==> config.mk <==
export PLATFORM = sky130hd
export DESIGN_NAME = branch_controller
export DESIGN_NICKNAME = d
export VERILOG_FILES = /design/src/rtl/branch_controller.sv
export SDC_FILE = /design/constraint.sdc
export NUM_CORES = 1
export LEC_CHECK = 0
export BUFFER_PORTS_ARGS = -buffer_cell sky130_fd_sc_hd__buf_2
export CORE_MARGIN = 5
export CORE_UTILIZATION = 50
export DETAILED_ROUTE_END_ITERATION = 10
export GPL_ROUTABILITY_DRIVEN = 0
export HOLD_SLACK_MARGIN = 0.02
export PLACE_DENSITY_LB_ADDON = 0.15
export SLEW_MARGIN = 20
export SYNTH_ARGS = -nofsm -noshare
export SYNTH_HDL_FRONTEND = slang
export SYNTH_SLANG_ARGS = --single-unit
==> constraint.sdc <==
create_clock -name clk -period 2.8 [get_ports clk]
set_input_delay 0 -clock clk [delete_from_list [all_inputs] [get_ports clk]]
set_output_delay 0 -clock clk [all_outputs]
set_load 0.01 [all_outputs]
==> src/rtl/branch_controller.sv <==
// Branch resolution controller: registers a request, drives the external comparator, resolves two cycles after acceptance.
// Taken branches redirect fetch and hold flush for FLUSH_CYCLES; optional counters under `BRANCH_STATS_EN.
module branch_controller #(
  parameter int unsigned FLUSH_CYCLES = 2
) (
  input  logic        clk,
  input  logic        rst,
  input  logic        req_valid,
  output logic        req_ready,
  input  logic [2:0]  req_funct3,
  input  logic [31:0] req_pc,
  input  logic [31:0] req_imm,
  input  logic [31:0] rs1_data,
  input  logic [31:0] rs2_data,
  output logic [31:0] cmp_data_1,
  output logic [31:0] cmp_data_2,
  output logic        cmp_unsigned,
  input  logic        cmp_equal,
  input  logic        cmp_lessthan,
  output logic        resolved_valid,
  output logic        resolved_taken,
  output logic        illegal,
  output logic        redirect_valid,
  output logic [31:0] redirect_pc,
  output logic        flush,
  output logic [15:0] stat_total,
  output logic [15:0] stat_taken
);

  typedef enum logic [1:0] {IDLE, COMPARE, REDIRECT} state_t;

  state_t      state, state_nxt;
  logic [2:0]  funct3_q;
  logic [31:0] pc_q;
  logic [31:0] imm_q;
  logic [2:0]  flush_cnt;
  logic        dec_taken;
  logic        dec_illegal;
  logic        accept;
  logic        in_compare;
  logic [31:0] target_sum;

  assign req_ready    = (state == IDLE);
  assign accept       = req_valid && req_ready;
  assign in_compare   = (state == COMPARE);
  assign flush        = (state == REDIRECT);
  assign cmp_unsigned = funct3_q[1];
  assign target_sum   = pc_q + imm_q;

  always_comb begin
    dec_taken   = 1'b0;
    dec_illegal = 1'b0;
    case (funct3_q)
      3'b000:  dec_taken = cmp_equal;
      3'b001:  dec_taken = !cmp_equal;
      3'b100:  dec_taken = cmp_lessthan;
      3'b101:  dec_taken = !cmp_lessthan;
      3'b110:  dec_taken = cmp_lessthan;
      3'b111:  dec_taken = !cmp_lessthan;
      default: dec_illegal = 1'b1;
    endcase
  end

  always_ff @(posedge clk) begin
    if (rst) state <= IDLE;
    else     state <= state_nxt;
  end

  always_comb begin
    state_nxt = state;
    case (state)
      IDLE:     if (accept) state_nxt = COMPARE;
      COMPARE:  state_nxt = dec_taken ? REDIRECT : IDLE;
      REDIRECT: if (flush_cnt == 3'd0) state_nxt = IDLE;
      default:  state_nxt = IDLE;
    endcase
  end

  // Request register doubles as the comparator operand drivers, so they hold between branches.
  always_ff @(posedge clk) begin
    if (rst) begin
      funct3_q   <= '0;
      pc_q       <= '0;
      imm_q      <= '0;
      cmp_data_1 <= '0;
      cmp_data_2 <= '0;
    end else if (accept) begin
      funct3_q   <= req_funct3;
      pc_q       <= req_pc;
      imm_q      <= req_imm;
      cmp_data_1 <= rs1_data;
      cmp_data_2 <= rs2_data;
    end
  end

  always_ff @(posedge clk) begin
    if (rst) begin
      flush_cnt      <= '0;
      resolved_valid <= 1'b0;
      resolved_taken <= 1'b0;
      illegal        <= 1'b0;
      redirect_valid <= 1'b0;
      redirect_pc    <= '0;
    end else begin
      resolved_valid <= in_compare;
      resolved_taken <= in_compare && dec_taken;
      illegal        <= in_compare && dec_illegal;
      redirect_valid <= in_compare && dec_taken;
      if (in_compare && dec_taken) begin
        redirect_pc <= {target_sum[31:1], 1'b0};
        flush_cnt   <= 3'(FLUSH_CYCLES - 1);
      end else if (flush && flush_cnt != 3'd0) begin
        flush_cnt <= flush_cnt - 3'd1;
      end
    end
  end

`ifdef BRANCH_STATS_EN
  always_ff @(posedge clk) begin
    if (rst) begin
      stat_total <= '0;
      stat_taken <= '0;
    end else begin
      if (resolved_valid && stat_total != 16'hFFFF) stat_total <= stat_total + 16'd1;
      if (resolved_valid && resolved_taken && stat_taken != 16'hFFFF) stat_taken <= stat_taken + 16'd1;
    end
  end
`else
  assign stat_total = '0;
  assign stat_taken = '0;
`endif

endmodule

# Word-level counts from Yosys, hierarchy flattened
# Cells that the tools add are included.
[totals]
out_inout_bits = 135
input_bits = 136
word_cells = 47
ff_bits = 170
[op_classes]
eq_ne = 9
n_addsub = 2
n_reduce_logical = 16
mux = 8
[ops]
columns = ["cell", "n"]
rows = [
  ["32-bit adder", 1],
  ["3-bit equality test, second input constant", 4],
  ["3-bit zero test", 2],
  ["2-bit 2-to-1 mux", 3],
  ["2-bit one-hot mux with 3 select lines", 1],
  ["2-bit OR reduction", 3],
  ["6-bit OR reduction", 1],
  ["1-bit logical AND", 4],
  ["2-bit by 1-bit != test with 1-bit output, second input constant", 2],
  ["1-bit one-hot mux with 4 select lines", 1],
  ["3-bit by 1-bit equality test with 1-bit output, second input constant", 1],
  ["1-bit 2-to-1 mux", 3],
  ["3-bit nonzero test", 1],
  ["3-bit by 1-bit subtractor with 3-bit output, second input constant", 1],
  ["2-bit by 1-bit equality test with 1-bit output, second input constant", 1],
  ["2-bit equality test, second input constant", 1],
  ["1-bit zero test", 2],
  ["2-bit zero test", 1],
  ["2-bit AND reduction", 1],
  ["2-bit nonzero test", 1],
]

# Logic depth before layout (Yosys ltp)
[depth]
word_depth = 5
mapped_depth = 10
depth_no_buf = 10

# Least setup slack after synthesis
# Ideal clock, no wire load.
[synth_timing]
kind = "reg-to-reg"
start = "register pc_q[0]"
end = "register redirect_pc[28]"
arrival_time_ns = 2.310
period_less_slack_ns = 2.444
slack_ns = 0.356
path_stages_with_launch = 11
required_time_ns = 2.666
setup_time_ns = 0.134
n_path_buf = 0
path_cell_list = "dfxtp_1 -> and2_1 -> fa_1 -> a21o_2 -> a311o_2 -> a21boi_2 -> a22o_4 -> o31a_4 -> o21ai_4 -> a221oi_2 -> a311oi_2"
[synth_between]
elab_chain_len = 1
[synth_rtl]
columns = ["item", "line", "rtl"]
rows = [
  ["start, declared", "34", "logic [31:0] pc_q;"],
  ["start signal, assigned", "89", "pc_q <= req_pc;"],
  ["32-bit adder", "48", "assign target_sum = pc_q + imm_q;"],
  ["end signal, assigned", "110", "redirect_pc <= {target_sum[31:1], 1'b0};"],
  ["end, declared", "24", "output logic [31:0] redirect_pc,"],
]
# Every way passes these cells.
# A chain may end at the register's enable or synchronous reset.

# Worst setup path after layout
[layout_timing]
start = "register pc_q[0]"
end = "register redirect_pc[30]"
# The elaborated chain is that of the path after synthesis.

==> flow_summary.json <==
{
  "rsz0062_at_grt": "no",
  "setup_viol": 0,
  "mostFrequentLayoutCells": "nand2_1 (308), buf_2 (236), a21oi_1 (170), dfxtp_1 (170), dlygate4sd3_1 (159)",
  "synth_top_area_cell": "dfxtp_1",
  "period_share_pct": 95.0,
  "htreeDepth": 4,
  "drc": 0,
  "drtPass1Iterations": 5,
  "crit_fanout": 3,
  "yosysSeqAreaShare_pct": 44.3,
  "die_h_um": 134,
  "mostFrequentLayoutCell": "nand2_1",
  "rows": 45,
  "synthesis.area_um2": 7690,
  "ir_drop_mv": 0.489,
  "initial_utilization_pct": 50.7,
  "avgViaCountPerCell": 5.17,
  "worst_slew_pin_slew_ps": 729,
  "path_delay_family": "compound AO/OA/AOI/OAI gates",
  "wl_mm": 24.2,
  "fmax_mhz": 376,
  "cts.sinks": 170,
  "synthFlopType": "dfxtp_1",
  "clockBufferDepth": 2,
  "cts_buffers": 17,
  "nets": 1508,
  "synth_cells": 979,
  "whs_ps": 193,
  "cpPeakStageDelay_ps": 420,
  "arrival_ps": 2960,
  "grt_pass1_vias": 8038,
  "drive_above_1_share_pct": 21.5,
  "grt-ovfl-total": 0,
  "coreArea_um2": 15100,
  "antenna_left": 0,
  "crit_chain": "and2_1 > fa_1 > a21o_2 > a311o_2 > a21oi_1 > a211oi_1 > nor2_1 > o31ai_1 > xnor2_1 > o21ai_1",
  "die_x_um": 134,
  "status": "finished clean",
  "crit_path_start_kind": "flop",
  "die-area_um2": 18000,
  "dp_hpwl_mm": 14.8,
  "syn_to_final_growth_pct": 43.6,
  "synth_top_area_share_pct": 44.3,
  "grt_pass1_wl_mm": 38.9,
  "finClkSkew_ps": 7.70,
  "synth-edff-count": 0,
  "grt_util_all_layers_pct": 26.6,
  "fill_cells": 1140,
  "relSlewSlack_pct": 51.4,
  "io_pins": 271,
  "ys_types": 49,
  "grt_antenna_before_repair": 2,
  "required_ps": 3100,
  "grt_max_degree": 71,
  "p_leak_nw": 5.15,
  "drv_slew": 0,
  "avgRoutedWirePerCell_um": 15.7,
  "max_cap_viol_count": 0,
  "cts_tree": "yes",
  "async_flop_share_pct": 0,
  "path_clk_slew_ps": 70,
  "drtIter0Drc": 492,
  "clockRootBuffer": "clkbuf_16",
  "syn_area_per_cell_um2": 7.85,
  "worstSetupPathType": "reg2reg",
  "via_count": 7965,
  "synth_area_leaders": "dfxtp_1 (44%), nand2_1 (15%), a21oi_1 (11%)",
  "power_density_nw_per_um2": 552,
  "fin_crit_ps": 2660,
  "hold_class": "in2reg",
  "hold_viol_final": 0,
  "worst_skew_pair.late_latency_ps": 430,
  "p_total_w": 0.00610,
  "path_buf_inv": 0,
  "cp_slowest_cell": "fa_1",
  "endpoint_kind": "flop",
  "synth_warnings": 0,
  "finalSetupTns_ps": 0,
  "portBuffers": 237,
  "ys_ff_latch": 170
}
## through the flow
stage	cells	worst slack, ps	utilization (%)	cell area (um^2)
after global routing	1541	15.8	72.9	11000
after CTS	1540	128	72.9	11000
after floorplan	1011	356	-	7810
after detailed placement	1349	148	58.4	8840
after global placement	1349	222	58.4	8840
final	1541	139	72.9	11000
## metal layers
| metal | track usage, % | vias up | part of all wire [%] |
|---|---|---|---|
| met5 | 0 | - | 0.037 |
| met1 | 30.2 | 3634 | 39 |
| met2 | 46.0 | 329 | 50 |
| met4 | 11.0 | 2 | 3.2 |
| li1 | - | 3932 | - |
| met3 | 8.59 | 68 | 8.0 |
## state kept, by name, indices dropped and copies added (netlist names)
| register | count |
|---|---|
| resolved_valid | 1 |
| cmp_data_1 | 32 |
| redirect_valid | 1 |
| imm_q | 32 |
| state | 2 |
| pc_q | 32 |
| cmp_data_2 | 32 |
| redirect_pc | 31 |
| flush_cnt | 3 |
| illegal | 1 |
| funct3_q | 3 |
## tightest hold or removal path, stage by stage
cell	delay [ps]
buf_2	110
nand2_4	280
nor2_1	180
## final timing paths
| kind | start | endpoint | slack, ps | cells past startpoint |
|---|---|---|---|---|
| worst max-delay path | pc_q[0] | redirect_pc[30] | 140 | 10 |
| worst max register to register | pc_q[0] | redirect_pc[30] | 140 | 10 |
| worst min register to register | redirect_pc[19] | redirect_pc[19] | 440 | 2 |
| worst min-delay path | req_valid | state[0] | 190 | 3 |
## area by class of cell
cell class	count	area, um^2	share of cell area, %
clock inverters	13	155	1.41
flip-flops and latches	170	3400	30.8
well taps	188	235	2.13
clock buffers	19	453	4.10
repair buffers	405	2870	26.0
multi-input cells	735	3880	35.2
inverters	10	37.5	0.340
diodes	1	2.50	0.0227
## cell usage after synthesis, types with 4 or more instances
cell and n:
xnor2_1 22, a31oi_1 5, nand4_1 9, nand2_1 309, nor2b_1 4, o21ai_0 40, ha_1 32, a22o_1 4
o21a_1 5, buf_2 7, dfxtp_1 170, a21oi_1 170, xor2_1 12, nand2b_1 4, inv_1 10, buf_4 34
o211ai_1 4, a21o_1 18, clkbuf_1 52, nor2_1 19
## what timing repair did
action | 4_1_cts | 5_1_grt
buffers inserted | 0 | 0
resized for setup | 0 | 0
hold endpoints to repair | 132 | 0
hold buffers | 159 | 0
## cells by family after synthesis
logic type | count (synthesis) | share of synthesized area (%)
other | 1 | 0.0488
buffers and inverters | 106 | 6.95
AND/OR/NAND/NOR | 361 | 18.7
flip-flops | 170 | 44.3
adder cells (fa/ha/maj) | 33 | 5.47
XOR/XNOR | 34 | 3.87
AO/OA/AOI/OAI | 274 | 20.7
## report_power, final
part           internal (W)  leakage [nW]  switching (W)
Clock               0.00139         0.295        0.00103
Combinational      0.000476          3.46       0.000569
Sequential          0.00256          1.39      0.0000797
Total               0.00442          5.15        0.00168
No activity file was read; power rests on OpenSTA's default activity.
